<file path="config.mk">
export PLATFORM = sky130hd
export DESIGN_NAME = rr_req_encoder
export DESIGN_NICKNAME = d
export VERILOG_FILES = /design/src/rtl/decoder_pkg.sv /design/src/rtl/rr_pick.sv /design/src/rtl/rr_req_encoder.sv
export SDC_FILE = /design/constraint.sdc
export NUM_CORES = 1
export LEC_CHECK = 0
export CORE_MARGIN = 2
export CORE_UTILIZATION = 49
export DETAILED_ROUTE_END_ITERATION = 7
export HOLD_SLACK_MARGIN = 0.05
export PLACE_DENSITY = 0.87
export REMOVE_ABC_BUFFERS = 1
export SYNTH_ARGS = -nofsm -noshare
export SYNTH_HDL_FRONTEND = slang
export SYNTH_HIERARCHICAL = 1
export SYNTH_SLANG_ARGS = --single-unit
</file>
<file path="constraint.sdc">
create_clock -name clk -period 3.56 [get_ports clk]
set_clock_uncertainty 0.15 [all_clocks]
set_input_delay 0.712 -clock clk [delete_from_list [all_inputs] [get_ports clk]]
set_output_delay 0.712 -clock clk [all_outputs]
set_load 0.02 [all_outputs]
</file>
<file path="src/rtl/decoder_pkg.sv">
// Shared widths and arbiter state type for the request encoder and the
// downstream 3-to-8 decoder.
package decoder_pkg;
  localparam int IDX_W   = 3;
  localparam int N_LINES = 8;

  typedef enum logic {IDLE = 1'b0, GRANT = 1'b1} arb_state_t;
endpackage

</file>
<file path="src/rtl/rr_pick.sv">
// Combinational rotate-priority finder: first set bit of req scanning
// start, start+1, ... wrapping modulo N_LINES.
module rr_pick
  import decoder_pkg::*;
(
  input  logic [N_LINES-1:0] req,
  input  logic [IDX_W-1:0]   start,
  output logic               found,
  output logic [IDX_W-1:0]   sel
);
  logic [2*N_LINES-1:0] dbl;
  logic [N_LINES-1:0]   rot;
  logic [IDX_W-1:0]     off;

  // Rotating the request vector right by start turns the search into a
  // plain lowest-set-bit priority encode.
  assign dbl = {req, req} >> start;
  assign rot = dbl[N_LINES-1:0];

  always_comb begin
    found = 1'b0;
    off   = '0;
    for (int k = N_LINES-1; k >= 0; k--) begin
      if (rot[k]) begin
        found = 1'b1;
        off   = k[IDX_W-1:0];
      end
    end
  end

  assign sel = start + off;
endmodule

</file>
<file path="src/rtl/rr_req_encoder.sv">
// Round-robin request encoder with bounded bursts; drives the registered
// valid/idx pair consumed by the 3-to-8 decoder.
module rr_req_encoder
  import decoder_pkg::*;
#(
  parameter int MAX_BURST = 4
) (
  input  logic               clk,
  input  logic               rst,
  input  logic               en,
  input  logic [N_LINES-1:0] req,
  output logic               valid,
  output logic [IDX_W-1:0]   idx,
  output logic [3:0]         burst
);
  localparam logic [3:0] MAXB = 4'(MAX_BURST);

  arb_state_t       state_q, state_d;
  logic [IDX_W-1:0] ptr_q, ptr_d;
  logic [IDX_W-1:0] idx_q, idx_d;
  logic             valid_q, valid_d;
  logic [3:0]       burst_q, burst_d;

  logic             found;
  logic [IDX_W-1:0] sel;

  rr_pick u_pick (
    .req   (req),
    .start (ptr_q),
    .found (found),
    .sel   (sel)
  );

  always_comb begin
    state_d = state_q;
    ptr_d   = ptr_q;
    idx_d   = idx_q;
    valid_d = valid_q;
    burst_d = burst_q;
    case (state_q)
      IDLE: begin
        valid_d = 1'b0;
        burst_d = '0;
        if (en && found) begin
          state_d = GRANT;
          valid_d = 1'b1;
          idx_d   = sel;
          burst_d = 4'd1;
          ptr_d   = sel + 1'b1;
        end
      end
      GRANT: begin
        if (!en) begin
          state_d = IDLE;
          valid_d = 1'b0;
          burst_d = '0;
        end else if (req[idx_q] && burst_q < MAXB) begin
          burst_d = burst_q + 4'd1;
        end else if (found) begin
          // ptr sits at idx+1, so the current holder is considered last.
          valid_d = 1'b1;
          idx_d   = sel;
          burst_d = 4'd1;
          ptr_d   = sel + 1'b1;
        end else begin
          state_d = IDLE;
          valid_d = 1'b0;
          burst_d = '0;
        end
      end
      default: begin
        state_d = IDLE;
        valid_d = 1'b0;
        burst_d = '0;
      end
    endcase
  end

  always_ff @(posedge clk) begin
    if (!rst) begin
      state_q <= IDLE;
      ptr_q   <= '0;
      idx_q   <= '0;
      valid_q <= 1'b0;
      burst_q <= '0;
    end else begin
      state_q <= state_d;
      ptr_q   <= ptr_d;
      idx_q   <= idx_d;
      valid_q <= valid_d;
      burst_q <= burst_d;
    end
  end

  assign valid = valid_q;
  assign idx   = idx_q;
  assign burst = burst_q;
endmodule

</file>
==> flow_summary.rst, run 1 <==
.. list-table::
   :header-rows: 1

   * - Metric
     - Value
   * - Slowest cell on the critical path
     - sky130_fd_sc_hd__mux4_2
   * - Vertical extent of the die
     - ~57 microns
   * - Synth-to-layout area growth
     - 39.0%
   * - Total number of vias
     - around 1400
   * - Per-instance average area after synthesis
     - between 9 and 10 sq um
   * - Stage delay of the slowest cell on the critical path
     - 0.48 ns
   * - Clock root buffer
     - sky130_fd_sc_hd__clkbuf_4
   * - Routed length per instance
     - 20.2 microns
   * - Cell area after synthesis
     - 1380 sq um
   * - Initial drt markers
     - approximately 100
   * - Total leakage power
     - about 0.73 nW
   * - Proportion of netlist area held by the largest area contributor
     - 17.5%
   * - Post-route antenna net violation count
     - 0
   * - Weighted congestion reported at the end of routability-driven placement
     - roughly 1.1
   * - Antenna violations before repair
     - 0
   * - # nets final
     - 203
   * - Period Utilization, post-route
     - 106%
   * - EDFF count, synth
     - 0
   * - Pwr/cell area
     - 619 nW/um^2
   * - I/O pin total
     - 19
   * - Number of port buffers
     - 18
   * - Worst Path Required
     - 3.56 ns
   * - Clock slew at the register clock pins of the worst setup and hold paths
     - 0.08 ns
   * - Cell family with most CP delay
     - multiplexers
   * - GRT Max-Usage Layer
     - met2
   * - Maximum number of pins on one net before global-route repair
     - 16
   * - Starting density of the core
     - 50.7%
   * - DR pass1 iterations
     - 4
   * - R2r setup slk
     - -0.12 ns
   * - Total Negative Setup Slacks
     - -0.567 ns
   * - RSZ-0062 raised after global routing
     - true
   * - Met2 usage
     - 44.5%
   * - Number of endpoints failing setup at the final stage
     - 3
   * - Path category of the worst min-delay check
     - reg -> reg
   * - Setup ws final
     - -0.227 ns
   * - Detailed placer's ending HPWL
     - around 3000 microns
   * - Clock Path Buffers
     - 2
   * - Global routing usage on met3
     - 4.54%
   * - Number of global-route vias before repair
     - between 1000 and 1500
   * - Cells traversed along the worst timing path
     - buf_6 -> mux4_2 -> mux2_4 -> o311ai_4 -> and3_4 -> nor2_4 -> o31ai_2 -> ha_2 -> inv_2 -> fa_2 -> xor2_2 -> xnor2_2 -> xor2_1 -> a311oi_2 -> a211oi_2
   * - Commonest cells post-synth
     - sky130_fd_sc_hd__mux2i_1 (15), sky130_fd_sc_hd__dfxtp_1 (12), sky130_fd_sc_hd__nand2_1 (9), sky130_fd_sc_hd__nor2_1 (9)
   * - Gate Count Post-Synth
     - 145
   * - Final Hold Violating Endpoints
     - 0
   * - Insertion delay to the later sink of the worst-skew pair
     - between 0.2 and 0.3 ns
   * - Origin of the critical flop-to-flop path
     - ptr_q[0]$_SDFFE_PN0P_
   * - Overflow left after global routing
     - 0
   * - Count of cell types in the netlist
     - 54
   * - Total routing resource utilization after global routing
     - 27.3%
   * - Number of synthesized register bits
     - 12
   * - Reg2Reg Capture Point
     - ptr_q[1]$_SDFFE_PN0P_
   * - CP Class
     - in -> reg
   * - Global-route wire length before repair
     - 6960 microns
   * - Maximum capacitance violations
     - 0
   * - Sum of routed wire length over all layers
     - 4410 microns
   * - Buffers & Inverters on Critical Path
     - 2
   * - Grt met1 use
     - 35.6%
   * - Clock buffer count from CTS
     - 3
   * - Kind of launch point of the worst setup path
     - primary input
   * - Post-placement cell area
     - between 1500 and 2000 sq um
   * - Fraction of final layout cells sized beyond drive strength 1
     - ~44%
   * - Relative slew slack
     - between 60% and 70%
   * - Violations in the final reports
     - setup timing
   * - Top FF cell, synth
     - sky130_fd_sc_hd__dfxtp_1
   * - Number of pins with negative max-slew slack in the final report
     - 0
   * - Shortest period the worst path allows
     - around 3.8 ns
   * - Tightest Pin Transition
     - between 0.5 and 0.6 ns
   * - Clock tree from TritonCTS
     - done
   * - Async S/R FF share, synth
     - 0%
   * - Arrival @ worst endpoint
     - 3.79 ns
   * - Ys Warns
     - 6
   * - Capture point of the critical path
     - ptr_q[2]$_SDFFE_PN0P_
   * - Launching instance or port of the critical path
     - req[1]
   * - Type of element capturing the critical path
     - flop
   * - Die X-Extent
     - 57.0 microns
   * - Die footprint
     - 3250 sq um
   * - Peak clock frequency supported by timing
     - 264 MHz
   * - Cell depth of the worst setup path
     - 15
   * - Maximum vdd ir drop
     - 0.464 mV
   * - Final non-filler cell area
     - 1910 sq um
   * - Ratio of routed vias to standard cells
     - 6.38
   * - Std-Cell Core Area
     - approximately 2700 sq um
   * - CTS H-tree depth
     - 1
   * - Std cell rows
     - 19
   * - Final routed DRC violation total
     - 0
   * - Largest area contributor in the synthesized netlist
     - sky130_fd_sc_hd__dfxtp_1
   * - Most instantiated library cell after synthesis
     - sky130_fd_sc_hd__mux2i_1
   * - Result of the run
     - finished with violations
   * - Worst reg-to-reg path cell count
     - 16
   * - Sequential area share after synthesis
     - between 10% and 20%
   * - Max FO, Critical Path
     - 2
   * - Number of sinks on the clock net
     - 12
   * - Leading post-synthesis cells by cell area
     - sky130_fd_sc_hd__dfxtp_1 (17%), sky130_fd_sc_hd__mux4_2 (11%), sky130_fd_sc_hd__mux2i_1 (11%), sky130_fd_sc_hd__mux4_1 (5.7%), sky130_fd_sc_hd__ha_1 (2.7%)
   * - Antenna diode count
     - 0
[routing by layer]
metal	wire, microns	part of all wire [%]
met4	170	3.9
met1	1690	38
met3	317	7.2
met5	0	0
met2	2240	51
[timing repair]
| item | in CTS | in global routing |
|---|---|---|
| hold buffers | 0 | 0 |
| resized for setup | 47 | 22 |
| buffers inserted | 3 | 2 |
| pin swaps | 13 | 11 |
| setup endpoints to repair | 4 | 4 |
[how the worst min path moves through the flow]
stage / from / endpoint / slack, ns / cells past startpoint
2_1_floorplan: valid$_SDFFE_PN0P_ / valid$_SDFFE_PN0P_ / 0.40 / 2
3_3_place_gp: valid$_SDFFE_PN0P_ / valid$_SDFFE_PN0P_ / 0.31 / 2
3_5_place_dp: valid$_SDFFE_PN0P_ / valid$_SDFFE_PN0P_ / 0.32 / 2
4_1_cts: valid$_SDFFE_PN0P_ / valid$_SDFFE_PN0P_ / 0.33 / 2
5_1_grt: valid$_SDFFE_PN0P_ / valid$_SDFFE_PN0P_ / 0.36 / 2
6_report: valid$_SDFFE_PN0P_ / valid$_SDFFE_PN0P_ / 0.33 / 2
[cell type report]
type	instances	area [sq um]
Multi-Input combinational cell	116	1150
Timing Repair Buffer	47	408
Fill cell	195	798
Sequential cell	12	241
Tap cell	31	38.8
Clock buffer	4	36.3
Inverter	8	33.8
[cells in the final DEF (no fill, tap or decap), types with 3 or more instances in the layout]
cell type                         synthesis  routed
sky130_fd_sc_hd__dfxtp_1                 12      11
sky130_fd_sc_hd__inv_1                    7       5
sky130_fd_sc_hd__nand2_1                  9       9
sky130_fd_sc_hd__buf_2                    3       3
sky130_fd_sc_hd__clkbuf_4                 0       3
sky130_fd_sc_hd__o21a_1                   3       3
sky130_fd_sc_hd__buf_4                    1      24
sky130_fd_sc_hd__o32ai_1                  3       3
sky130_fd_sc_hd__nand3_1                  5       4
sky130_fd_sc_hd__a21oi_1                  5       4
sky130_fd_sc_hd__o21ai_1                  3       3
sky130_fd_sc_hd__nor2_1                   9       8
sky130_fd_sc_hd__mux2i_1                 15      13
sky130_fd_sc_hd__mux4_2                   7       9
sky130_fd_sc_hd__buf_6                    2      10
sky130_fd_sc_hd__clkdlybuf4s50_1          0      10
[report_power, final]
part	internal, mW	switching [mW]
Clock	0.0621	0.0474
Combinational	0.438	0.422
Sequential	0.161	0.0529
[through the flow]
step                setup WS (ns)  hold WS (ns)  total power [mW]  utilization, %  std cells
finish                     -0.227         0.331              1.18            70.5        218
global route               -0.343         0.365              1.25            70.5        218
CTS                        -0.214         0.335              1.03            66.4        216
detailed placement         -0.818         0.323             0.861            63.6        210
global placement           -0.699         0.312             0.834            63.6        210
floorplan                  -0.365         0.399             0.629               -        136
[registers in the layout (all words and copies together) (netlist names)]
name	flops
valid	1
idx	3
state_q	1
ptr_q	3
burst	4
[tightest hold or removal path, cell delays in order, from the launching register on]
cell,delay [ns]
sky130_fd_sc_hd__dfxtp_1,0.31
sky130_fd_sc_hd__nand3_1,0.06
sky130_fd_sc_hd__mux2i_1,0.06
[logic make-up (layout without fill, tap and decap cells)]
family,after synthesis,after routing,share of synthesized area (%)
AOI/OAI and AO/OA,34,34,19.5
other,1,1,0.273
DFF,12,12,17.5
and+or+nand+nor,45,45,19.1
buffers and inverters,17,59,6.37
xor gates and xnor gates,4,4,2.55
muxes,28,28,30.6
adders and majority gates,4,4,4.19
Power figures use the tool's default switching activity.
==> run 2: changes to the inputs <==
--- a/config.mk
+++ b/config.mk
@@ -7,6 +7,7 @@
 export LEC_CHECK = 0
 export CORE_MARGIN = 2
 export CORE_UTILIZATION = 49
+export CTS_CLUSTER_DIAMETER = 80
 export DETAILED_ROUTE_END_ITERATION = 7
 export HOLD_SLACK_MARGIN = 0.05
 export PLACE_DENSITY = 0.87
==> results of run 2 <==
Same layout as run 1: the final DEF is identical, and so are final timing and power.
==> run 3: changes to the inputs <==
--- a/config.mk
+++ b/config.mk
@@ -6,11 +6,11 @@
 export NUM_CORES = 1
 export LEC_CHECK = 0
 export CORE_MARGIN = 2
-export CORE_UTILIZATION = 49
+export CORE_UTILIZATION = 40
 export CTS_CLUSTER_DIAMETER = 80
 export DETAILED_ROUTE_END_ITERATION = 7
 export HOLD_SLACK_MARGIN = 0.05
-export PLACE_DENSITY = 0.87
+export PLACE_DENSITY = 0.76
 export REMOVE_ABC_BUFFERS = 1
 export SYNTH_ARGS = -nofsm -noshare
 export SYNTH_HDL_FRONTEND = slang
==> flow_summary.rst, run 3 (synthesis results as in run 1) <==
.. list-table::
   :header-rows: 1

   * - Metric
     - Value
   * - Insertion delay to the later sink of the worst-skew pair
     - 0.28 ns (was 0.27 ns)
   * - Maximum number of pins on one net before global-route repair
     - 19 (was 16)
   * - CP Class
     - in -> reg (unchanged)
   * - Maximum capacitance violations
     - 0 (unchanged)
   * - Ratio of routed vias to standard cells
     - 5.74 (was 6.38)
   * - Number of endpoints failing setup at the final stage
     - 3 (unchanged)
   * - Post-Place Setup Slack
     - -0.847 ns (was -0.818 ns)
   * - Number of sinks on the clock net
     - 12 (unchanged)
   * - Worst Hold Launch
     - valid$_SDFFE_PN0P_ (unchanged)
   * - Type of element capturing the critical path
     - flop (unchanged)
   * - I/O pin total
     - 19 (unchanged)
   * - # nets final
     - 211 (was 203)
   * - Total leakage power
     - 0.782 nW (was 0.733 nW)
   * - Origin of the critical flop-to-flop path
     - ptr_q[0]$_SDFFE_PN0P_ (unchanged)
   * - Hold Crit Endpoint
     - valid$_SDFFE_PN0P_ (unchanged)
   * - Number of port buffers
     - 18 (unchanged)
   * - Worst Path Required
     - 3.57 ns (was 3.56 ns)
   * - Reg2Reg Capture Point
     - ptr_q[1]$_SDFFE_PN0P_ (unchanged)
   * - Global-route wire length before repair
     - 6650 microns (was 6960 microns)
   * - Total met3 wirelength after detailed routing
     - 239 microns (was 317 microns)
   * - Length of routed wiring on met1
     - 1590 microns (was 1690 microns)
   * - Antenna diode count
     - 0 (unchanged)
   * - Detailed placer's ending HPWL
     - 3080 microns (was 2950 microns)
   * - Initial drt markers
     - 109 (was 102)
   * - Die footprint
     - 3920 sq um (was 3250 sq um)
   * - Final cell utilization of the core
     - 61.3% (was 70.5%)
   * - Std cell rows
     - 21 (was 19)
   * - Worst reg-to-reg path cell count
     - 17 (was 16)
   * - Sequential Area
     - 241 sq um (unchanged)
   * - Max FO, Critical Path
     - 5 (was 2)
   * - Total number of vias
     - 1383 (was 1391)
   * - Commonest cells after routing, fill and taps aside
     - sky130_fd_sc_hd__buf_4 (32), sky130_fd_sc_hd__mux2i_1 (13), sky130_fd_sc_hd__dfxtp_1 (11), sky130_fd_sc_hd__buf_6 (11), sky130_fd_sc_hd__clkdlybuf4s50_1 (10) (was sky130_fd_sc_hd__buf_4 (24), sky130_fd_sc_hd__mux2i_1 (13), sky130_fd_sc_hd__dfxtp_1 (11))
   * - Number of flip-flops in the largest register
     - 4 (unchanged)
   * - Result of the run
     - finished with violations (unchanged)
   * - Pwr/cell area
     - 613 nW/um^2 (was 619 nW/um^2)
   * - Period Utilization, post-route
     - 106% (about the same)
   * - Fraction of final layout cells sized beyond drive strength 1
     - 48.2% (was 43.9%)
   * - Weighted congestion reported at the end of routability-driven placement
     - 0.986 (was 1.06)
   * - Synth-to-layout area growth
     - 47.6% (was 39.0%)
   * - Total area of multi-input combinational cells
     - 1180 sq um (was 1150 sq um)
   * - # hold bufs at CTS
     - 0 (unchanged)
   * - Sum of routed wire length over all layers
     - 4290 microns (was 4410 microns)
   * - Total routing resource utilization after global routing
     - 21.7% (was 27.3%)
   * - Routed length per instance
     - 17.8 microns (was 20.2 microns)
   * - DR pass1 iterations
     - 4 (unchanged)
   * - Overflow left after global routing
     - 0 (unchanged)
   * - CP dominant cell by count
     - sky130_fd_sc_hd__buf_6
   * - Total Negative Setup Slacks
     - -0.424 ns (was -0.567 ns)
   * - Length of routed met2 wiring
     - 2250 microns (was 2240 microns)
   * - Clock root buffer
     - sky130_fd_sc_hd__clkbuf_4 (unchanged)
   * - Tightest Pin Transition
     - 0.512 ns (was 0.508 ns)
   * - Highest routed layer
     - met4 (unchanged)
   * - Setup ws final
     - -0.223 ns (was -0.227 ns)
   * - Post-route antenna net violation count
     - 0 (unchanged)
   * - Violations in the final reports
     - setup timing (unchanged)
   * - Final Hold Violating Endpoints
     - 0 (unchanged)
   * - Number of fill cells in the layout
     - 295 (was 195)
   * - Slowest cell on the critical path
     - sky130_fd_sc_hd__mux4_2 (unchanged)
   * - Cells traversed along the worst timing path
     - buf_8 -> buf_6 -> buf_6 -> mux4_2 -> mux2i_4 -> o211ai_1 -> and3_4 -> buf_6 -> o21ai_2 -> o31ai_2 -> ha_2 -> inv_2 -> fa_2 -> inv_2 -> ha_4 -> and3_4 -> a21oi_2 -> o311ai_2 (was buf_6 -> mux4_2 -> mux2_4 -> o311ai_4 -> and3_4 -> nor2_4 -> o31ai_2 -> ha_2 -> inv_2 -> fa_2 -> xor2_2 -> xnor2_2 -> xor2_1 -> a311oi_2 -> a211oi_2)
   * - Maximum vdd ir drop
     - 0.240 mV (was 0.464 mV)
   * - Peak clock frequency supported by timing
     - 264 MHz (about the same)
   * - Number of global-route vias before repair
     - 1452 (was 1428)
   * - Final routed DRC violation total
     - 0 (unchanged)
   * - Overall Power
     - 1.24 mW (was 1.18 mW)
   * - Clock tree from TritonCTS
     - done (unchanged)
   * - Clock slew at the register clock pins of the worst setup and hold paths
     - 0.08 ns (about the same)
   * - Cell family with most CP delay
     - adder cells (was multiplexers)
   * - Number of pins with negative max-slew slack in the final report
     - 0 (unchanged)
   * - Buffers & Inverters on Critical Path
     - 6 (was 2)
   * - Kind of launch point of the worst setup path
     - primary input (unchanged)
   * - CTS H-tree depth
     - 1 (unchanged)
   * - Antenna violations before repair
     - 0 (unchanged)
   * - RSZ-0062 raised after global routing
     - true (unchanged)
   * - Vertical extent of the die
     - 62.6 microns (was 57.0 microns)
   * - Clock Path Buffers
     - 2 (unchanged)
   * - Post-route worst hold slack
     - 0.348 ns (was 0.331 ns)
   * - Std-Cell Core Area
     - 3310 sq um (was 2710 sq um)
   * - Arrival @ worst endpoint
     - 3.79 ns (about the same)
   * - Die X-Extent
     - 62.6 microns (was 57.0 microns)
   * - Stage delay of the slowest cell on the critical path
     - 0.51 ns (was 0.48 ns)
   * - Relative slew slack
     - 65.8% (was 66.1%)
   * - R2r setup slk
     - -0.17 ns (was -0.12 ns)
   * - Shortest period the worst path allows
     - 3.78 ns (was 3.79 ns)
   * - Path category of the worst min-delay check
     - reg -> reg (unchanged)
   * - Clock buffer count from CTS
     - 3 (unchanged)
   * - Starting density of the core
     - 41.5% (was 50.7%)
   * - Cells on Worst Hold Path
     - 2 (unchanged)
   * - Most common cell after layout, fill and taps aside
     - sky130_fd_sc_hd__buf_4 (unchanged)
[run 3: how the worst max path moves through the flow]
stage | startpoint | endpoint | slack, ns | depth (start not counted)
6_report | req[0] | ptr_q[1]$_SDFFE_PN0P_ | -0.22 | 18
5_1_grt | req[0] | ptr_q[1]$_SDFFE_PN0P_ | -0.29 | 18
4_1_cts | req[1] | ptr_q[2]$_SDFFE_PN0P_ | -0.22 | 15
3_5_place_dp | req[0] | ptr_q[1]$_SDFFE_PN0P_ | -0.85 | 15
3_3_place_gp | req[0] | ptr_q[1]$_SDFFE_PN0P_ | -0.76 | 15
2_1_floorplan | ptr_q[1]$_SDFFE_PN0P_ | ptr_q[1]$_SDFFE_PN0P_ | -0.36 | 14
[run 3: metrics by stage]
stage / cells / cell area, sq um
floorplan: 136 / 1320
global placement: 228 / 1770
detailed placement: 228 / 1770
CTS: 237 / 1890
global route: 241 / 2030
finish: 241 / 2030
[run 3: timing repair]
item | in CTS | in global routing
endpoints found under the setup margin | 4 | 4
hold endpoints to repair | 0 | 0
resized for setup | 55 | 23
pin swaps | 13 | 12
setup buffers | 6 | 4
[run 3: report_power, final]
part | internal (mW) | switching, mW | leakage, nW
Combinational | 0.493 | 0.427 | 0.662
Clock | 0.0623 | 0.0485 | 0.0210
Sequential | 0.161 | 0.0519 | 0.0993
[run 3: final cells by class]
class,instances,area share [%]
tap,46,2.84
timing repair buffer,55,23.9
sequential,12,11.9
inverter,8,1.66
multi-input combinational,116,58.0
clock buffer,4,1.79
[run 3: layer usage]
layer  GRT usage [%]  up-vias
met3            4.50       19
li1                -      655
met2            38.6       55
met4            14.2        0
met1            23.1      654
met5               0        -
[run 3: worst min-delay path, stage by stage, from the launching register on]
cell,delay [ns]
sky130_fd_sc_hd__dfxtp_1,0.33
sky130_fd_sc_hd__nand3_1,0.06
sky130_fd_sc_hd__mux2i_1,0.06
